==> src/rtl/pool_pkg.sv <==
// Shared constants, FSM state type and sizing helpers for the streaming pooling stage.
package pool_pkg;

    localparam logic POOL_MAX = 1'b0;
    localparam logic POOL_AVG = 1'b1;

    typedef enum logic {
        WAIT_FRAME = 1'b0,
        RUN        = 1'b1
    } pool_state_t;

    // Ceil-log2 with a floor of one bit so single-entry ports stay legal.
    function automatic int pool_clog2(input int value);
        int r = 1;
        while ((1 << r) < value) r++;
        return r;
    endfunction

    function automatic int acc_bitw(input int fixed_bitw, input int pool_log2, input bit avg_en);
        return avg_en ? fixed_bitw + 2 * pool_log2 : fixed_bitw;
    endfunction

endpackage

==> src/rtl/pool_line_buf.sv <==
// Column buffer holding per-window vertical partials; one write and one registered read per cycle.
module pool_line_buf #(
    parameter int DEPTH = 4,
    parameter int AW    = 2,
    parameter int DW    = 16
) (
    input  logic          i_clock,
    input  logic          i_wr_en,
    input  logic [AW-1:0] i_wr_addr,
    input  logic [DW-1:0] i_wr_data,
    input  logic [AW-1:0] i_rd_addr,
    output logic [DW-1:0] o_rd_data
);

    logic [DW-1:0] r_mem [DEPTH];

    always_ff @(posedge i_clock) begin
        if (i_wr_en) r_mem[i_wr_addr] <= i_wr_data;
        o_rd_data <= r_mem[i_rd_addr];
    end

endmodule

==> src/rtl/pool_stream.sv <==
// Streaming KxK max/average pooling over a raster of UNITS signed channels.
// POOL_AVG_EN enables the average datapath and in_mode; otherwise max-only.
module pool_stream
    import pool_pkg::*;
#(
    parameter int WIDTH      = 8,
    parameter int HEIGHT     = 4,
    parameter int W_WIDTH    = 10,
    parameter int W_HEIGHT   = 6,
    parameter int FIXED_BITW = 8,
    parameter int UNITS      = 2,
    parameter int LEVEL      = 0,
    parameter int POOL_LOG2  = 1
) (
    input  logic                                 clock,
    input  logic                                 rst,
    input  logic                                 in_enable,
    input  logic                                 in_mode,
    input  logic [FIXED_BITW*UNITS-1:0]          in_pixels,
    input  logic [pool_clog2(W_HEIGHT)-1:0]      in_vcnt,
    input  logic [pool_clog2(W_WIDTH)-1:0]       in_hcnt,
    output logic                                 out_enable,
    output logic [FIXED_BITW*UNITS-1:0]          out_pixels,
    output logic [pool_clog2(W_HEIGHT)-1:0]      out_vcnt,
    output logic [pool_clog2(W_WIDTH)-1:0]       out_hcnt
);

    localparam int HW = pool_clog2(W_WIDTH);
    localparam int VW = pool_clog2(W_HEIGHT);
    localparam int SH = LEVEL + POOL_LOG2;
`ifdef POOL_AVG_EN
    localparam bit AVG_EN = 1'b1;
`else
    localparam bit AVG_EN = 1'b0;
`endif
    localparam int ACC   = acc_bitw(FIXED_BITW, POOL_LOG2, AVG_EN);
    localparam int DEPTH = ((WIDTH >> SH) < 1) ? 1 : (WIDTH >> SH);
    localparam int AW    = pool_clog2(DEPTH);
    localparam logic [HW-1:0] LMASK_H = HW'((1 << LEVEL) - 1);
    localparam logic [VW-1:0] LMASK_V = VW'((1 << LEVEL) - 1);
    localparam logic [HW:0]   WIDTH_C  = (HW + 1)'(WIDTH);
    localparam logic [VW:0]   HEIGHT_C = (VW + 1)'(HEIGHT);

    pool_state_t r_state, w_state_nxt;

    logic                  w_valid, w_first, w_proc, w_close_row, w_last;
    logic [POOL_LOG2-1:0]  w_hp, w_vp;
    logic [AW-1:0]         w_col, w_rd_addr;
    logic signed [ACC-1:0] w_samp [UNITS];
    logic signed [ACC-1:0] w_hcomb [UNITS];
    logic signed [ACC-1:0] w_hnew [UNITS];
    logic signed [ACC-1:0] w_buf [UNITS];
    logic signed [ACC-1:0] w_vmerge [UNITS];
    logic [ACC*UNITS-1:0]  w_rd_data, w_wr_data;
    logic [FIXED_BITW*UNITS-1:0] w_res;

    logic signed [ACC-1:0] r_hacc [UNITS];
    logic signed [ACC-1:0] r_s1_row [UNITS];
    logic                  r_s1_valid;
    logic [POOL_LOG2-1:0]  r_s1_vp;
    logic [AW-1:0]         r_s1_col;
    logic [HW-1:0]         r_s1_hcnt;
    logic [VW-1:0]         r_s1_vcnt;
    logic                  r_out_en;
    logic [FIXED_BITW*UNITS-1:0] r_out_pix;
    logic [VW-1:0]         r_out_vcnt;
    logic [HW-1:0]         r_out_hcnt;

`ifdef POOL_AVG_EN
    logic w_mode, r_mode, r_s1_mode;
    assign w_mode = w_first ? in_mode : r_mode;
`else
    logic w_unused_mode;
    assign w_unused_mode = in_mode;
`endif

    assign w_valid = in_enable && ({1'b0, in_hcnt} < WIDTH_C) && ({1'b0, in_vcnt} < HEIGHT_C)
                     && ((in_hcnt & LMASK_H) == LMASK_H) && ((in_vcnt & LMASK_V) == LMASK_V);
    assign w_first     = w_valid && (in_hcnt == LMASK_H) && (in_vcnt == LMASK_V);
    assign w_proc      = w_valid && (r_state == RUN || w_first);
    assign w_hp        = in_hcnt[LEVEL +: POOL_LOG2];
    assign w_vp        = in_vcnt[LEVEL +: POOL_LOG2];
    assign w_col       = AW'(in_hcnt >> SH);
    assign w_close_row = w_proc && (&w_hp);
    // Address only matters on a row close; parking it at 0 keeps blanking columns in range.
    assign w_rd_addr   = w_close_row ? w_col : '0;
    assign w_last      = r_s1_valid && (&r_s1_vp);

    always_ff @(posedge clock) begin
        if (rst) r_state <= WAIT_FRAME;
        else     r_state <= w_state_nxt;
    end

    always_comb begin
        w_state_nxt = r_state;
        case (r_state)
            WAIT_FRAME: if (w_first) w_state_nxt = RUN;
            RUN:        w_state_nxt = RUN;
            default:    w_state_nxt = WAIT_FRAME;
        endcase
    end

    always_comb begin
        w_wr_data = '0;
        w_res     = '0;
        for (int p = 0; p < UNITS; p++) begin
            w_samp[p] = ACC'(signed'(in_pixels[p*FIXED_BITW +: FIXED_BITW]));
            w_buf[p]  = signed'(w_rd_data[p*ACC +: ACC]);
`ifdef POOL_AVG_EN
            w_hcomb[p] = (w_mode == POOL_AVG) ? r_hacc[p] + w_samp[p]
                       : ((w_samp[p] > r_hacc[p]) ? w_samp[p] : r_hacc[p]);
            w_vmerge[p] = (r_s1_vp == '0) ? r_s1_row[p]
                        : (r_s1_mode == POOL_AVG) ? w_buf[p] + r_s1_row[p]
                        : ((r_s1_row[p] > w_buf[p]) ? r_s1_row[p] : w_buf[p]);
            w_res[p*FIXED_BITW +: FIXED_BITW] = (r_s1_mode == POOL_AVG)
                ? FIXED_BITW'(w_vmerge[p] >>> (2 * POOL_LOG2)) : FIXED_BITW'(w_vmerge[p]);
`else
            w_hcomb[p] = (w_samp[p] > r_hacc[p]) ? w_samp[p] : r_hacc[p];
            w_vmerge[p] = (r_s1_vp == '0) ? r_s1_row[p]
                        : ((r_s1_row[p] > w_buf[p]) ? r_s1_row[p] : w_buf[p]);
            w_res[p*FIXED_BITW +: FIXED_BITW] = FIXED_BITW'(w_vmerge[p]);
`endif
            w_hnew[p] = (w_hp == '0) ? w_samp[p] : w_hcomb[p];
            w_wr_data[p*ACC +: ACC] = w_vmerge[p];
        end
    end

    always_ff @(posedge clock) begin
        if (w_proc) r_hacc <= w_hnew;
        if (w_close_row) begin
            r_s1_row  <= w_hnew;
            r_s1_vp   <= w_vp;
            r_s1_col  <= w_col;
            r_s1_hcnt <= in_hcnt;
            r_s1_vcnt <= in_vcnt;
`ifdef POOL_AVG_EN
            r_s1_mode <= w_mode;
`endif
        end
    end

    always_ff @(posedge clock) begin
        if (rst) begin
            r_s1_valid <= 1'b0;
            r_out_en   <= 1'b0;
            r_out_pix  <= '0;
            r_out_vcnt <= '0;
            r_out_hcnt <= '0;
`ifdef POOL_AVG_EN
            r_mode     <= POOL_MAX;
`endif
        end else begin
            r_s1_valid <= w_close_row;
            r_out_en   <= w_last;
            if (w_last) begin
                r_out_pix  <= w_res;
                r_out_vcnt <= r_s1_vcnt;
                r_out_hcnt <= r_s1_hcnt;
            end
`ifdef POOL_AVG_EN
            if (w_first) r_mode <= in_mode;
`endif
        end
    end

    // The final row of a window only reads; its merged value goes straight to the outputs.
    pool_line_buf #(
        .DEPTH (DEPTH),
        .AW    (AW),
        .DW    (ACC * UNITS)
    ) u_line_buf (
        .i_clock   (clock),
        .i_wr_en   (r_s1_valid && !(&r_s1_vp)),
        .i_wr_addr (r_s1_col),
        .i_wr_data (w_wr_data),
        .i_rd_addr (w_rd_addr),
        .o_rd_data (w_rd_data)
    );

    assign out_enable = r_out_en;
    assign out_pixels = r_out_pix;
    assign out_vcnt   = r_out_vcnt;
    assign out_hcnt   = r_out_hcnt;

endmodule

==> config.mk <==
export PLATFORM = sky130hd
export DESIGN_NAME = pool_stream
export DESIGN_NICKNAME = d
export VERILOG_FILES = /design/src/rtl/pool_pkg.sv /design/src/rtl/pool_line_buf.sv /design/src/rtl/pool_stream.sv
export SDC_FILE = /design/constraint.sdc
export NUM_CORES = 1
export LEC_CHECK = 0
export BUFFER_PORTS_ARGS = -buffer_cell sky130_fd_sc_hd__buf_4
export CAP_MARGIN = 20
export CORE_UTILIZATION = 60
export CTS_CLUSTER_DIAMETER = 150
export DETAILED_ROUTE_END_ITERATION = 8
export HOLD_SLACK_MARGIN = 0.03
export PLACE_DENSITY = 0.82
export RECOVER_POWER = 25
export SETUP_SLACK_MARGIN = 0.1
export SYNTH_ARGS = -nofsm -noshare
export SYNTH_HDL_FRONTEND = slang
export SYNTH_SLANG_ARGS = --single-unit
==> constraint.sdc <==
create_clock -name clock -period 4.8 [get_ports clock]
set_input_delay 0.96 -clock clock [delete_from_list [all_inputs] [get_ports clock]]
set_output_delay 0.96 -clock clock [all_outputs]
set_load 0.005 [all_outputs]
==> results of run 1 <==
==> layout make-up <==
type	count	area [um2]	area share, %
clock buffers	19	422	5.50
repair buffers	54	368	4.80
flip-flops and latches	145	3930	51.3
multi-input cells	339	2450	32.0
inverters	35	131	1.71
clock inverters	13	185	2.42
well taps	140	175	2.28
==> layer usage <==
metal	track usage, %	vias to the layer above	wire length (um)
met5	0	-	0
met4	11.4	0	320
met3	7.11	33	812
met2	46.2	185	7480
met1	30.9	2204	5770
li1	-	2088	-
==> worst paths after layout <==
kind,startpoint,end,slack [ps],cells after the start
setup / recovery,in_hcnt[2],u_line_buf.o_rd_data[15]$_DFF_P_,1680,5
hold / removal,out_hcnt[3]$_SDFFE_PP0P_,out_hcnt[3]$_SDFFE_PP0P_,460,2
setup reg to reg,r_s1_row[11]$_DFFE_PP_,u_line_buf.r_mem[1][4]$_DFFE_PP_,1970,8
hold reg to reg,out_hcnt[3]$_SDFFE_PP0P_,out_hcnt[3]$_SDFFE_PP0P_,460,2
==> cells in the mapped netlist (9+ instances only) <==
library cell	instances
edfxtp_1	103
nor2_1	67
nand2_1	49
dfxtp_1	42
a21oi_1	40
inv_1	34
ha_1	32
mux2_2	22
nand3_1	22
mux2i_1	16
clkbuf_1	15
o221a_2	15
a211oi_1	9
mux2_4	9
==> placed cells by master (no fill, tap or decap), drive strengths merged, types with 3 or more instances in the layout <==
cell type    n
inv         36
o21ai        7
nor2b        5
and2         3
a211oi       9
nand3       23
bufinv       4
o221ai       7
edfxtp     103
dfxtp       42
ha          32
nand2       49
nand4        4
mux2        33
mux2i       16
nor2        67
o221a       15
buf         22
clkinv       6
clkbuf      51
nand2b       4
a21oi       41
==> metrics by stage <==
step	instance area (um2)	setup slack [ps]	utilization, %	cells	total power (uW)
6_report	7670	1680	71.0	745	2780
5_1_grt	7670	1410	71.0	745	2840
4_1_cts	7710	1980	71.5	745	2790
3_5_place_dp	7110	1650	65.9	713	1460
3_3_place_gp	7110	1730	65.9	713	1450
2_1_floorplan	6640	2000	-	546	1420
==> registers in the layout (all words and copies together) (netlist names) <==
signal / count
out_vcnt: 3
r_s1_valid: 1
r_s1_row: 16
u_line_buf.r_mem: 64
out_enable: 1
r_hacc: 16
u_line_buf.o_rd_data: 16
out_hcnt: 4
r_s1_vcnt: 3
out_pixels: 16
r_s1_col: 1
r_state: 1
r_s1_hcnt: 3
==> cells by family after synthesis <==
group	Yosys count
AND/OR/NAND/NOR	168
multiplexers	49
AO/OA/AOI/OAI	90
buffers and inverters	62
flip-flops	145
adder cells (fa/ha/maj)	32
==> critical path: cells and delay by family <==
kind	cells	cell delay [ps]
compound gates	1	200
buf+inv	1	1090
simple gates	3	1270
==> power breakdown <==
part,internal (uW),leakage (uW),switching (uW)
Combinational,44.1,0.00137,50.5
Sequential,1330,0.00127,1.94
Clock,845,0.000292,501
==> flow_summary.yaml, run 1 <==
clocking:
  cts_setup_buffers: 0
  cts_buffer_depth: 2
  cts_sinks: 145
  cts_buffers: 17
  path_clk_slew_ps: 60
  clk_latency_ps: 530
  ctsHoldBuffers: 0
  cts_tree: "built"
  htreeDepth: 4
  post_cts_resized: 0
  root_buffer: "clkbuf_8"
timing:
  setup_tns_ps: 0
  slew_violations: 37
  post-route-period-util_pct: 65.0
  setup_viol: 0
  layout_min_cycle_time_ps: 3120
  final_hold_viol_count: 0
  worst_clock_skew_ps: 11.0
  worst_hold_slack_ps: 460
  rsz0062_at_grt: "no"
  relSlewSlack_pct: -3.28
  fmax_mhz: 321
  worst_slew_pin_slew_ps: 1550
die:
  die_h_um: 107
  rows: 38
  die_w_um: 107
  boundaryPins: 51
  start_util_pct: 61.5
  die-area_mm2: 0.0115
  core-area_mm2: 0.0108
layout:
  layout.nets: 651
  n_fill_cell: 693
  area_growth_pct: 15.4
  drive_gt1_share_pct: 22.3
  diodes: 0
detailed_routing:
  drt-total-wl_um: 14400
  drt_iter0_drc: 377
  drt-pass1-iter-count: 5
  drc: 0
  drtAntennaViolNets: 0
  wl_per_cell_um: 19.3
  vias: 4510
  vias_per_cell: 6.05
synthesis:
  synth_top_family_by_area: "simple AND/OR/NAND/NOR gates"
  synth.area.top_cells: "edfxtp_1, dfxtp_1, ha_1"
  synth-compound-area-share_pct: 10.7
  syn-cell-area_mm2: 0.00664
  synth_nets: 605
  synthAdderAreaFrac_pct: 6.03
  synth_cell_types: 46
  synth_edf_count: 103
  synth_flop_cell: "edfxtp_1"
  async_reset_ff_share_pct: 0
  synth-simple-area-share_pct: 11.6
  yosys.area.top_type_share_pct: 46.6
  yosysWarnings: 0
  yosysTopAreaCell: "edfxtp_1"
  syn-mean-instance-area_um2: 12.2
  syn_inst: 546
  synth_mux_area_share_pct: 8.51
  synthXorXnorAreaFrac_pct: 0
  ys_seq_area_share_pct: 59.2
  ys_ff_latch: 145
global_route:
  grt_pass1_vias: 4623
  grt_overflow_total: 0
  grt_max_degree: 37
  grt_first_pass_wirelength_um: 22700
  antenna_found_initial: 0
  grt.total_usage_pct: 26.6
worst_setup_path:
  cp_slowest_cell: "clkbuf_1"
  crit_arrival_ps: 3530
  crit_required_ps: 5210
  crit_type: "primary input to flip-flop"
  critical_path.cell_chain: "clkbuf_1, nand2_1, nand2_1, nand3_1, o221a_2"
  critPathMaxFanout: 36
  worst_path_most_repeated_cell: "nand2_1"
  cp-start-kind: "primary input"
  cp_slowest_stage_delay_ps: 1090
  cp-end-kind: "flip-flop"
worst_hold_path:
  min_path_type: "flip-flop to flip-flop"
run:
  drv_cap: 1
run_status:
  outcome: "finished with violations"
  violations: "max-capacitance violations, max-slew violations"
pwr:
  ir_worst_vdd_mv: 0.261
  power.density_mw_per_mm2: 362
  p_leak_uw: 0.00293
place:
  dp_hpwl_um: 9270
  io_buffer_count: 49
  gp_congestion: 0.835
No activity file was read; power rests on OpenSTA's default activity.
==> run 2, diff against run 1 <==
- ABC_AREA: not set -> 1
- clock period: 4.8 -> 3.1 ns (I/O delays scaled with it)
==> run 2 against run 1 <==
The flow now finishes without violations. Sequential share of layout area about the same. Sequential power up 54%. Worst setup slack worse by 1100 ps. Clock skew down 0.60 ps. Worst hold slack worse by 160 ps. Die area down 0.45%. Count of clock-buffer cells in the layout unchanged. Critical endpoint is now u_line_buf.o_rd_data[6]$_DFF_P_. Largest power group unchanged. Highest routed layer unchanged.
==> flow_summary.yaml, run 2 <==
timing:
  fmax_mhz: 396
  layout_min_cycle_time_ps: 2520
  setup_viol: 0
  post-route-period-util_pct: 81.4
  relSlewSlack_pct: 24.1
  fin_ws_ps: 576
  final_hold_viol_count: 0
  rsz0062_at_grt: "no"
  worst_clock_skew_ps: 10.4
  worst_slew_pin_slew_ps: 1140
  setup_tns_ps: 0
  slew_violations: 0
worst_setup_path:
  crit_type: "primary input to flip-flop"
  crit_required_ps: 3570
  crit_arrival_ps: 3000
  cp_slowest_cell: "nor4_1"
  cp-start-kind: "primary input"
  critPathTopFamily: "simple AND/OR/NAND/NOR gates"
  path_depth: 10
  crit_buf_inv: 3
  critPathCapture: "u_line_buf.o_rd_data[6]$_DFF_P_"
  critical_path.cell_chain: "buf_4, nor4_1, nand2_1, a21boi_0, buf_4, nand3_1, buf_4, nand2_1, nand3_1, nand2_1"
  cp_slowest_stage_delay_ps: 520
  r2r-end: "u_line_buf.r_mem[0][14]$_DFFE_PP_"
  r2r_cells: 5
  cp-end-kind: "flip-flop"
  startpoint: "in_hcnt[0]"
  r2r_slack_ps: 620
  critPathMaxFanout: 38
  timing.rr.start: "r_s1_vcnt[0]$_DFFE_PP_"
layout:
  layout.nets: 810
  final_cell_mix: "nand2_1, inv_1, edfxtp_1, nand3_1, nor2_1"
  diodes: 0
  final_common_cell: "nand2_1"
  drive_gt1_share_pct: 11.4
  regMostFlops: "u_line_buf.r_mem"
  stdcell_count: 900
  finalInstanceArea_mm2: 0.00766
  largest_reg_flops: 64
  area_growth_pct: 15.9
synthesis:
  synth_flop_cell: "edfxtp_1"
  synthAdderAreaFrac_pct: 6.05
  synth_top_family_by_area: "simple AND/OR/NAND/NOR gates"
  syn-mean-instance-area_um2: 9.45
  synth-simple-area-share_pct: 21.9
  yosysTopAreaCell: "edfxtp_1"
  synth_cell_types: 25
  ys_seq_area_share_pct: 59.5
  synth_edf_count: 103
  yosys.cell_count.top_type: "nand2_1"
  yosys.area.top_type_share_pct: 46.8
  synth_nets: 759
  syn-cell-area_mm2: 0.00661
  synth-compound-area-share_pct: 3.20
  synth_common_cells: "nand2_1, inv_1, edfxtp_1"
  ys_ff_latch: 145
  synth.area.top_cells: "edfxtp_1, dfxtp_1, nand2_1"
  syn_inst: 700
  async_reset_ff_share_pct: 0
  yosysWarnings: 0
  synthXorXnorAreaFrac_pct: 0
  synth_mux_area_share_pct: 0.170
place:
  dp_worst_setup_slack_ps: 492
  io_buffer_count: 49
  dp_cells: 868
  dp_hpwl_um: 9530
  gp_congestion: 0.860
  placed_cell_area_mm2: 0.00712
clocking:
  htreeDepth: 4
  cts_setup_buffers: 0
  cts_sinks: 145
  cts_buffers: 17
  clk_latency_ps: 530
  root_buffer: "clkbuf_8"
  path_clk_slew_ps: 70
  cts_buffer_depth: 2
  ctsHoldBuffers: 0
  post_cts_resized: 0
  cts_tree: "built"
pwr:
  total_power_uw: 4270
  clkPwrFrac_pct: 49.0
  p_sw_uw: 861
  p_sw_share_pct: 20.2
  intPower_uw: 3410
  combPwrFrac_pct: 2.6
  p_leak_uw: 0.00356
  ir_worst_vdd_mv: 0.578
  power.density_mw_per_mm2: 557
  seq_power_share_pct: 48.3
die:
  die_w_um: 107
  die-area_mm2: 0.0114
  boundaryPins: 51
  die_h_um: 107
  start_util_pct: 62.9
  rows: 37
  core-area_mm2: 0.0105
worst_hold_path:
  min_path_type: "primary input to flip-flop"
  whs_path_depth: 1
detailed_routing:
  drt-pass1-iter-count: 5
  drc: 0
  drtAntennaViolNets: 0
  vias: 5011
  wl_per_cell_um: 16.8
  vias_per_cell: 5.57
  drt_iter0_drc: 366
  drt-total-wl_um: 15100
global_route:
  grt.total_usage_pct: 28.5
  grt_pass1_vias: 5138
  antenna_found_initial: 0
  grt_overflow_total: 0
  grt_max_degree: 42
  grt_first_pass_wirelength_um: 24200
run:
  drv_cap: 0
run_status:
  outcome: "complete, no violations"
run 2: layer usage:
layer / global-route usage [%] / share of wire (%) / vias up
met5: 0 / 0 / -
met4: 14.4 / 3.7 / 0
met3: 7.42 / 5.4 / 47
met2: 50.5 / 53 / 189
met1: 31.6 / 38 / 2375
li1: - / - / 2400
run 2: cell type report:
cell class / instances / area, um2
Fill cell: 690 / 2850
Multi-Input combinational cell: 398 / 2050
Sequential cell: 145 / 3930
Inverter: 130 / 488
Tap cell: 136 / 170
Timing Repair Buffer: 59 / 413
Clock buffer: 19 / 422
Clock inverter: 13 / 186
run 2: stage by stage:
| stage | util, % | hold WS (ps) |
|---|---|---|
| floorplan | - | 462 |
| global placement | 67.8 | 456 |
| detailed placement | 67.8 | 466 |
| CTS | 73.6 | 256 |
| global route | 72.9 | 274 |
| finish | 72.9 | 304 |
run 2: power by group through the flow:
stage	combinational [uW]	sequential [uW]	clock, uW
6_report	113	2060	2090
5_1_grt	122	2060	2190
4_1_cts	115	2060	2110
3_5_place_dp	111	2100	0
3_3_place_gp	103	2100	0
2_1_floorplan	61.3	2100	0
run 2: worst min path at each step:
stage	from	endpoint	slack [ps]
6_report	in_vcnt[0]	r_s1_vcnt[0]$_DFFE_PP_	300
5_1_grt	in_vcnt[0]	r_s1_vcnt[0]$_DFFE_PP_	270
4_1_cts	in_vcnt[1]	r_s1_vcnt[1]$_DFFE_PP_	260
3_5_place_dp	out_hcnt[3]$_SDFFE_PP0P_	out_hcnt[3]$_SDFFE_PP0P_	470
3_3_place_gp	out_vcnt[2]$_SDFFE_PP0P_	out_vcnt[2]$_SDFFE_PP0P_	460
2_1_floorplan	out_hcnt[0]$_SDFFE_PP0P_	out_hcnt[0]$_SDFFE_PP0P_	460
run 2: cells by family (layout without fill, tap and decap cells):
logic type	Yosys count	after routing
compound gates	38	38
fa+ha+maj	32	32
simple gates	327	327
flops	145	145
buf+inv	157	221
mux	1	1
